<file path="config.mk">
export PLATFORM = sky130hd
export DESIGN_NAME = mem_copy_ctrl
export DESIGN_NICKNAME = d
export VERILOG_FILES = /design/src/rtl/mem_copy_pkg.sv /design/src/rtl/mem_copy_ctrl.sv
export SDC_FILE = /design/constraint.sdc
export NUM_CORES = 1
export LEC_CHECK = 0
export BUFFER_PORTS_ARGS = -buffer_cell sky130_fd_sc_hd__buf_2
export CAP_MARGIN = 20
export CELL_PAD_IN_SITES_DETAIL_PLACEMENT = 1
export CELL_PAD_IN_SITES_GLOBAL_PLACEMENT = 2
export CORE_AREA = 2 2 106 83
export DETAILED_ROUTE_END_ITERATION = 7
export DIE_AREA = 0 0 108 85
export HOLD_SLACK_MARGIN = 0.03
export PLACE_DENSITY_LB_ADDON = 0.1
export SLEW_MARGIN = 40
export SYNTH_ARGS = -nofsm -noshare
export SYNTH_HDL_FRONTEND = slang
export SYNTH_SLANG_ARGS = --single-unit
export TNS_END_PERCENT = 30
</file>
<file path="constraint.sdc">
create_clock -name clk -period 3.9 [get_ports clk]
set_input_delay 0.39 -clock clk [delete_from_list [all_inputs] [get_ports clk]]
set_output_delay 0.39 -clock clk [all_outputs]
set_load 0.02 [all_outputs]
</file>
<file path="src/rtl/mem_copy_pkg.sv">
// Shared types and default widths for the memory copy controller.
package mem_copy_pkg;

  localparam int unsigned AwDefault = 8;
  localparam int unsigned DwDefault = 8;

  typedef enum logic [1:0] {
    StIdle,
    StRd,
    StWr,
    StDone
  } state_e;

endpackage

</file>
<file path="src/rtl/mem_copy_ctrl.sv">
// Byte-wise memory copy engine sharing one memory port with a core that always has priority.
// Optional fill mode (write a constant, no reads) enabled by defining MEM_COPY_FILL_EN.
module mem_copy_ctrl
  import mem_copy_pkg::*;
#(
  parameter int unsigned AW = AwDefault,
  parameter int unsigned DW = DwDefault
) (
  input  logic          clk,
  input  logic          rst_n,
  input  logic          start,
  input  logic [AW-1:0] src_addr,
  input  logic [AW-1:0] dst_addr,
  input  logic [AW-1:0] len,
  input  logic          core_req,
  input  logic          core_wr_en,
  input  logic [AW-1:0] core_addr,
  input  logic [DW-1:0] core_dat_in,
`ifdef MEM_COPY_FILL_EN
  input  logic          fill_mode,
  input  logic [DW-1:0] fill_val,
`endif
  output logic [DW-1:0] core_dat_out,
  output logic [AW-1:0] mem_addr,
  output logic [DW-1:0] mem_dat_in,
  output logic          mem_wr_en,
  input  logic [DW-1:0] mem_dat_out,
  output logic          busy,
  output logic          done
);

  state_e        state_q, state_d;
  logic [AW-1:0] src_q, src_d;
  logic [AW-1:0] dst_q, dst_d;
  logic [AW-1:0] cnt_q, cnt_d;
  logic [DW-1:0] buf_q, buf_d;

  logic          start_fill;
  logic          fill_active;
  logic [DW-1:0] wr_data;

`ifdef MEM_COPY_FILL_EN
  logic          fill_q;
  logic [DW-1:0] fill_val_q;

  // Fill settings are captured on the same edge that accepts the request.
  always_ff @(posedge clk) begin
    if (!rst_n) begin
      fill_q     <= 1'b0;
      fill_val_q <= '0;
    end else if (state_q == StIdle && start && !core_req) begin
      fill_q     <= fill_mode;
      fill_val_q <= fill_val;
    end
  end

  assign start_fill  = fill_mode;
  assign fill_active = fill_q;
  assign wr_data     = fill_q ? fill_val_q : buf_q;
`else
  assign start_fill  = 1'b0;
  assign fill_active = 1'b0;
  assign wr_data     = buf_q;
`endif

  always_ff @(posedge clk) begin
    if (!rst_n) begin
      state_q <= StIdle;
      src_q   <= '0;
      dst_q   <= '0;
      cnt_q   <= '0;
      buf_q   <= '0;
    end else begin
      state_q <= state_d;
      src_q   <= src_d;
      dst_q   <= dst_d;
      cnt_q   <= cnt_d;
      buf_q   <= buf_d;
    end
  end

  always_comb begin
    state_d    = state_q;
    src_d      = src_q;
    dst_d      = dst_q;
    cnt_d      = cnt_q;
    buf_d      = buf_q;
    mem_addr   = '0;
    mem_dat_in = '0;
    mem_wr_en  = 1'b0;

    if (core_req) begin
      // Core owns the port; the engine stalls except that DONE never waits.
      mem_addr   = core_addr;
      mem_dat_in = core_dat_in;
      mem_wr_en  = core_wr_en;
      if (state_q == StDone) state_d = StIdle;
    end else begin
      unique case (state_q)
        StIdle: begin
          if (start) begin
            src_d = src_addr;
            dst_d = dst_addr;
            cnt_d = len;
            if (len == '0)      state_d = StDone;
            else if (start_fill) state_d = StWr;
            else                state_d = StRd;
          end
        end
        StRd: begin
          mem_addr = src_q;
          buf_d    = mem_dat_out;
          state_d  = StWr;
        end
        StWr: begin
          mem_addr   = dst_q;
          mem_dat_in = wr_data;
          // Gate with reset so an abort can never issue one last write.
          mem_wr_en  = rst_n;
          src_d      = src_q + AW'(1);
          dst_d      = dst_q + AW'(1);
          cnt_d      = cnt_q - AW'(1);
          if (cnt_q == AW'(1)) state_d = StDone;
          else if (fill_active) state_d = StWr;
          else                  state_d = StRd;
        end
        StDone: state_d = StIdle;
        default: state_d = StIdle;
      endcase
    end
  end

  assign core_dat_out = mem_dat_out;
  assign busy         = (state_q != StIdle);
  assign done         = (state_q == StDone);

endmodule

</file>
======== After elaboration in Yosys (flattened, before gate mapping) ========
Cells that the tools add are included.
storage, ports and cells
  bits in registers ....................... 34
  input port bits ......................... 53
  output and inout port bits .............. 27
  word-level logic and storage cells ...... 41
cells by class
  $add $sub $neg .......................... 3
  eq/ne operators ......................... 7
  mux-type cells .......................... 18
  bitwise operators ....................... 1
  reductions and logical operators ........ 7
operator list
  cell                   count
  $pmux W8 S2            4
  $mux W8                6
  $add A8 B1 Y8 const B  2
  $mux W2                5
  $eq A8 B1 Y1 const B   1
  $logic_not A8 Y1       1
  $pmux W2 S4            1
  $sub A8 B1 Y8 const B  1
  $eq A2 B2 Y1 const B   2
  $reduce_and A2 Y1      2
  $reduce_bool A2 Y1     2
  $ne A3 B3 Y1 const B   1
  $reduce_and A3 Y1      1
  $eq A2 B1 Y1 const B   1
  $logic_not A2 Y1       1
  $mux W1                2
  $ne A2 B1 Y1 const B   1
  $ne A2 B2 Y1 const B   1
  $not A1 Y1             1

======== Logic depth before layout (Yosys ltp) ========
Gate-level depths: netlist of run 1.
  depth in word-level cells ............... 5
  gate-level depth with buffers ........... 8
  depth with buffers taken out ............ 6

======== Worst setup path before layout of run 1 ========
No wires, ideal clock.
  path kind ............................... flip-flop to output port
  start ................................... register state_q[0]
  end ..................................... output mem_addr[1]
  arrival ................................. 1.696 ns
  data required time ...................... 3.510 ns
  slack ................................... 1.814 ns
  cell stages (with the launch flop) ...... 7
  path buffers ............................ 2
  cells stage by stage .................... dfxtp_1 -> inv_1 -> ha_1 -> buf_2 -> buf_1 -> a22oi_1 -> o21ai_0
between the ends
  cells in the longest elaborated chain, start to end .. 3
  elaborated cells between the ends (all ways) .. 4
  classes of those cells .................. eq/ne: 2; mux: 2
RTL lines
  what                                          RTL line             text
  start, declared                               mem_copy_ctrl.sv:32  state_e state_q, state_d;
  start signal, assigned                        mem_copy_ctrl.sv:68  state_q <= StIdle;
  start signal, assigned                        mem_copy_ctrl.sv:74  state_q <= state_d;
  $eq A2 B2 Y1 or $eq A2 B1 Y1 (tied branches)  mem_copy_ctrl.sv:99  unique case (state_q)
  $pmux W8 S2 (*)                               mem_copy_ctrl.sv:99
  $mux W8 (*)                                   mem_copy_ctrl.sv:92  if (core_req) begin
  end, declared                                 mem_copy_ctrl.sv:24  output logic [AW-1:0] mem_addr,
Every way passes the cells marked *; elsewhere a longest branch is shown, timed or not.

======== Worst setup path after layout of run 1 ========
  start ................................... register state_q[0]
  end ..................................... output mem_addr[3]
The elaborated chain is that of the path after synthesis.

==> flow_metrics.env, run 1 <==
export IMPL_outcome="finished, final reports clean"
export IMPL_antenna_found_initial=0
export IMPL_layout_setup_ws_ns=1.40
export IMPL_vias_per_cell=5.06
export IMPL_ctsResizeCount=0
export IMPL_ant_nets=0
export IMPL_wl_per_cell_um=15.9
export IMPL_place_ws_ns=1.55
export IMPL_p_leak_nw=1.13
export IMPL_cts_buffer_depth=2
export IMPL_clk_latency_ns=0.28
export IMPL_hpwl_um=5350
export IMPL_power_density_nw_per_um2=306
export IMPL_gp_congestion=0.736
export IMPL_avgSynthCellArea_um2=7.59
export IMPL_path_class="reg -> out"
export IMPL_hp_class="in -> reg"
export IMPL_syn_nets=365
export IMPL_port_buffers=79
export IMPL_final_cell_mix="buf_2 (79), nand2_1 (49), dfxtp_1 (34)"
export IMPL_clk_pin_slew_ns=0.07
export IMPL_ys_ff_latch=34
export IMPL_routed_wl_um=7490
export IMPL_r2r_slack_ns=1.56
export IMPL_hold_viol=0
export IMPL_multiInputGateArea_um2=1420
export IMPL_grt_pass1_wl_um=12100
export IMPL_post_cts_buffers=0
export IMPL_syn_area_um2=2310
export IMPL_final_period_utilization_pct=64.0
export IMPL_drv_cap=0
export IMPL_grt_pass1_vias=2367
export IMPL_numClockSinks=34
export IMPL_yosys_area_top_type="dfxtp_1"
export IMPL_cts_hold_fix_buffers=0
export IMPL_tightest_slew_ns=0.742
export IMPL_fmax_mhz=400
export IMPL_die_area_um2=9180
export IMPL_rsz0062_at_grt="false"
export IMPL_drive_gt1_share_pct=26.2
export IMPL_cp_data_required_time_ns=3.51
export IMPL_worstHoldStart="mem_dat_out[5]"
export IMPL_area_delta_synth_final_pct=19.5
export IMPL_yosys_warnings=0
export IMPL_skew_ns=0.00659
export IMPL_fin_crit_ns=2.50
export IMPL_overflow=0
export IMPL_syn_inst=304
export IMPL_layout_commonest_cell="buf_2"
export IMPL_drc=0
export IMPL_timing_rr_start="state_q[0]"
export IMPL_drv_slew=0
export IMPL_min_to="buf_q[5]"
export IMPL_ys_flop_type="dfxtp_1"
export IMPL_synth_edff_count=0
export IMPL_r2r_end="state_q[1]"
export IMPL_layout_nets=423
export IMPL_cts_buffers_inserted=5
export IMPL_total_power_uw=843
export IMPL_ir_drop_v=0.000105
export IMPL_grt_max_degree=39
export IMPL_ys_types=48
export IMPL_die_y_um=85
export IMPL_ys_seq_area_share_pct=29.5
export IMPL_vias=2379
export IMPL_relSlewSlack_pct=50.1
export IMPL_worstHoldPathCells=3
export IMPL_synthTopCellsByArea="dfxtp_1 (30%), nand2_1 (8.0%), o21ai_0 (6.9%), mux2i_1 (4.8%), ha_1 (4.3%)"
export IMPL_layout_area_seq_um2=681
export IMPL_cts_root_buf="clkbuf_8"
export IMPL_cp_max_fo=35
export IMPL_core_area_um2=8160
export IMPL_endpoint_kind="output pin"
export IMPL_synth_top_area_share_pct=29.5
export IMPL_die_x_um=108
export IMPL_num_rows=29
export IMPL_drt_first_pass_iters=4
export IMPL_htreeDepth=2
export IMPL_drt_iter0_markers=101
export IMPL_start_kind="flop"
export IMPL_ios=80
export IMPL_setup_viol=0
export IMPL_critical_path_arrival_ns=2.11
export IMPL_grt_use_total_pct=16.6
export IMPL_start_util_pct=28.3
export IMPL_async_flop_share_pct=0
export IMPL_nFillCells=1034
export IMPL_setup_tns_ns=0
export IMPL_diodes=0
export IMPL_rr_worst_depth=7
export IMPL_cts_tree="built"
## kinds of logic after synthesis
logic type / Yosys count / share of synthesized area, %
flops: 34 / 29.5
mux: 11 / 4.77
fa+ha+maj: 8 / 4.34
simple gates: 114 / 23.8
buf+inv: 40 / 9.27
compound gates: 97 / 28.3
## power breakdown
group / internal (mW) / switching, mW
Combinational: 0.0797 / 0.118
Clock: 0.123 / 0.128
Sequential: 0.367 / 0.0266
Total: 0.570 / 0.272
## synth_stat cells, drive strengths merged (2+ instances only)
master,count
nand2,49
dfxtp,34
o21ai,33
buf,21
nor2,16
nor2b,15
a21oi,12
mux2i,11
inv,10
a21boi,9
a22oi,9
clkbuf,9
ha,8
nand3,8
nor3,7
o31ai,7
and2,4
o221a,4
o2bb2ai,4
nand4,3
a32o,2
and3,2
nand2b,2
nor4,2
o211a,2
o211ai,2
o22ai,2
o41ai,2
## area by class of cell
type / count / share of cell area (%)
Inverter: 10 / 1.36
Timing Repair Buffer: 81 / 14.9
Clock buffer: 7 / 2.77
Multi-Input combinational cell: 230 / 51.4
Sequential cell: 34 / 24.7
Tap cell: 108 / 4.90
## stage by stage
| stage | cells | hold WS (ns) | cell area [µm²] | utilization [%] |
|---|---|---|---|---|
| 2_1_floorplan | 304 | 0.464 | 2310 | - |
| 3_3_place_gp | 463 | 0.489 | 2680 | 32.8 |
| 3_5_place_dp | 463 | 0.500 | 2680 | 32.8 |
| 4_1_cts | 470 | 0.369 | 2760 | 33.8 |
| 5_1_grt | 470 | 0.380 | 2760 | 33.8 |
| 6_report | 470 | 0.376 | 2760 | 33.8 |
## layer usage
metal	wire length [µm]	vias to the layer above	GRT usage, %
met1	3800	1151	22.8
li1	-	1197	-
met3	188	2	2.69
met2	3460	29	27.1
met5	0	-	0
met4	42	0	4.20
## flip-flops by register name, indices dropped and copies added (netlist names)
signal,count
buf_q,8
cnt_q,8
dst_q,8
src_q,8
state_q,2
## worst max-delay path by stage
stage	startpoint	to	slack, ns	cells past startpoint
final	state_q[0]	mem_addr[3]	1.40	6
after global routing	state_q[0]	mem_addr[1]	1.15	6
after CTS	state_q[0]	mem_addr[3]	1.38	6
after detailed placement	state_q[0]	state_q[1]	1.55	7
after global placement	state_q[0]	cnt_q[4]	1.40	7
after floorplan	state_q[0]	mem_addr[1]	1.81	6
## critical path: stages (launching register included)
cell and delay, ns:
dfxtp_1 0.35, inv_1 0.09, ha_2 0.42, buf_4 0.43
a22oi_1 0.17, o21ai_0 0.17, buf_2 0.19
No activity file was read; power rests on OpenSTA's default activity.
==> run 2: changes to the inputs <==
CORE_AREA = 2 2 110 86   (was 2 2 106 83)
DIE_AREA = 0 0 112 88   (was 0 0 108 85)
clock period = 2.6 ns   (was 3.9 ns; I/O delays follow)
==> run 2 against run 1 <==
Net effect:
- sequential power up 50%
- critical path depth up 1
- design area up 4.1%
- flip-flop and latch count unchanged
- clock-buffer cell count unchanged
- critical path type unchanged
- critical endpoint unchanged
- highest routed layer unchanged
==> flow_metrics.env, run 2 (synthesis gave the netlist of run 1 again) <==
export IMPL_outcome="finished, final reports clean"
export IMPL_drt_iter0_markers=71
export IMPL_num_rows=30
export IMPL_htreeDepth=2
export IMPL_vias=2381
export IMPL_critPathTopFamily="buffers and inverters"
export IMPL_cp_data_required_time_ns=2.34
export IMPL_gp_congestion=0.793
export IMPL_die_y_um=88
export IMPL_nFillCells=1115
export IMPL_final_core_util_pct=32.7
export IMPL_place_ws_ns=0.346
export IMPL_crit_path_cell_trace="inv_1 > ha_2 > buf_4 > buf_6 > a22oi_1 > o21ai_0 > buf_2"
export IMPL_setup_tns_ns=0
export IMPL_p_leak_nw=1.18
export IMPL_ir_drop_v=0.000224
export IMPL_tightest_slew_ns=0.600
export IMPL_drv_slew=0
export IMPL_layout_setup_ws_ns=0.285
export IMPL_clk_latency_ns=0.28
export IMPL_crit_path_max_incr_delay_ns=0.34
export IMPL_start_util_pct=26.3
export IMPL_post_cts_buffers=0
export IMPL_fin_area_um2=2870
export IMPL_relSlewSlack_pct=59.6
export IMPL_power_frac_comb_pct=20.8
export IMPL_ant_nets=0
export IMPL_total_power_mw=1.46
export IMPL_path_class="reg -> out"
export IMPL_fmax_mhz=432
export IMPL_pwr_share_seq_pct=40.3
export IMPL_final_period_utilization_pct=89.0
export IMPL_skew_ns=0.00364
export IMPL_grt_pass1_wl_um=12200
export IMPL_layout_commonest_cell="buf_2"
export IMPL_drc=0
export IMPL_final_cell_mix="buf_2 (79), nand2_1 (49), dfxtp_1 (34)"
export IMPL_cts_buffers_inserted=5
export IMPL_start_kind="flop"
export IMPL_grt_max_degree=34
export IMPL_wl_per_cell_um=15.6
export IMPL_overflow=0
export IMPL_core_area_um2=8780
export IMPL_cts_tree="built"
export IMPL_diodes=0
export IMPL_hpwl_um=5520
export IMPL_rsz0062_at_grt="false"
export IMPL_area_delta_synth_final_pct=24.4
export IMPL_cts_root_buf="clkbuf_16"
export IMPL_switching_share_pct=29.8
export IMPL_drv_cap=0
export IMPL_die_area_um2=9860
export IMPL_fin_crit_ns=2.32
export IMPL_cts_buffer_depth=2
export IMPL_cts_hold_fix_buffers=0
export IMPL_vias_per_cell=4.97
export IMPL_path_buf_inv=4
export IMPL_port_buffers=79
export IMPL_clockPowerShare_pct=39.0
export IMPL_dp_cells=472
export IMPL_p_int_mw=1.03
export IMPL_worst_path_max_delay_cell="dfxtp_1"
export IMPL_fin_cells=479
export IMPL_endpoint_kind="output pin"
export IMPL_die_x_um=112
export IMPL_antenna_found_initial=0
export IMPL_hold_viol=0
export IMPL_grt_pass1_vias=2327
export IMPL_p_switching_uw=436
export IMPL_drt_first_pass_iters=4
export IMPL_ios=80
export IMPL_setup_viol=0
export IMPL_holdWs_ns=0.260
export IMPL_cp_max_fo=32
export IMPL_clk_pin_slew_ns=0.05
export IMPL_hp_class="in -> reg"
export IMPL_grt_use_total_pct=15.5
export IMPL_critical_path_arrival_ns=2.06
export IMPL_numClockSinks=34
export IMPL_power_density_nw_per_um2=510
export IMPL_routed_wl_um=7480
export IMPL_drive_gt1_share_pct=26.7
export IMPL_layout_nets=428
export IMPL_post_dp_cell_area_um2=2730
run 2: worst register-to-register path: cells and delay by family (launching register included):
family | cells | cell delay [ns]
buffers and inverters | 4 | 0.75
AOI/OAI and AO/OA | 2 | 0.56
adders and majority gates | 1 | 0.32
DFF | 1 | 0.34
run 2: layer usage:
metal  part of all wire (%)  routed length, µm  global-route usage, %  up-vias
met1                     52               3860                   22.2     1130
met5                      0                  0                      0        -
met4                   0.70                 52                   3.66        0
met3                    3.3                246                   2.84        5
li1                       -                  -                      -     1207
met2                     44               3310                   24.4       39
run 2: final cells by class:
class	instances	area [µm²]	share of cell area, %
Sequential cell	34	681	23.7
Inverter	10	37.5	1.31
Tap cell	112	140	4.88
Timing Repair Buffer	86	464	16.2
Clock buffer	7	133	4.62
Multi-Input combinational cell	230	1420	49.3
run 2: power groups by stage:
stage / logic, mW / clock network [mW] / registers [mW]
2_1_floorplan: 0.209 / 0 / 0.588
3_3_place_gp: 0.306 / 0 / 0.602
3_5_place_dp: 0.307 / 0 / 0.601
4_1_cts: 0.309 / 0.587 / 0.590
5_1_grt: 0.344 / 0.613 / 0.597
6_report: 0.304 / 0.571 / 0.590
run 2: worst paths after layout:
check | from | to | depth (start not counted) | slack [ns]
hold / removal | mem_dat_out[0] | buf_q[0] | 3 | 0.26
setup reg to reg | state_q[0] | src_q[7] | 7 | 0.58
setup / recovery | state_q[0] | mem_addr[3] | 7 | 0.28
hold reg to reg | state_q[1] | state_q[1] | 2 | 0.51
run 2: repair_timing:
| action | CTS | global route |
|---|---|---|
| gates resized for setup | 0 | 1 |
| setup endpoints to repair | 0 | 2 |
| hold endpoints to repair | 0 | 0 |
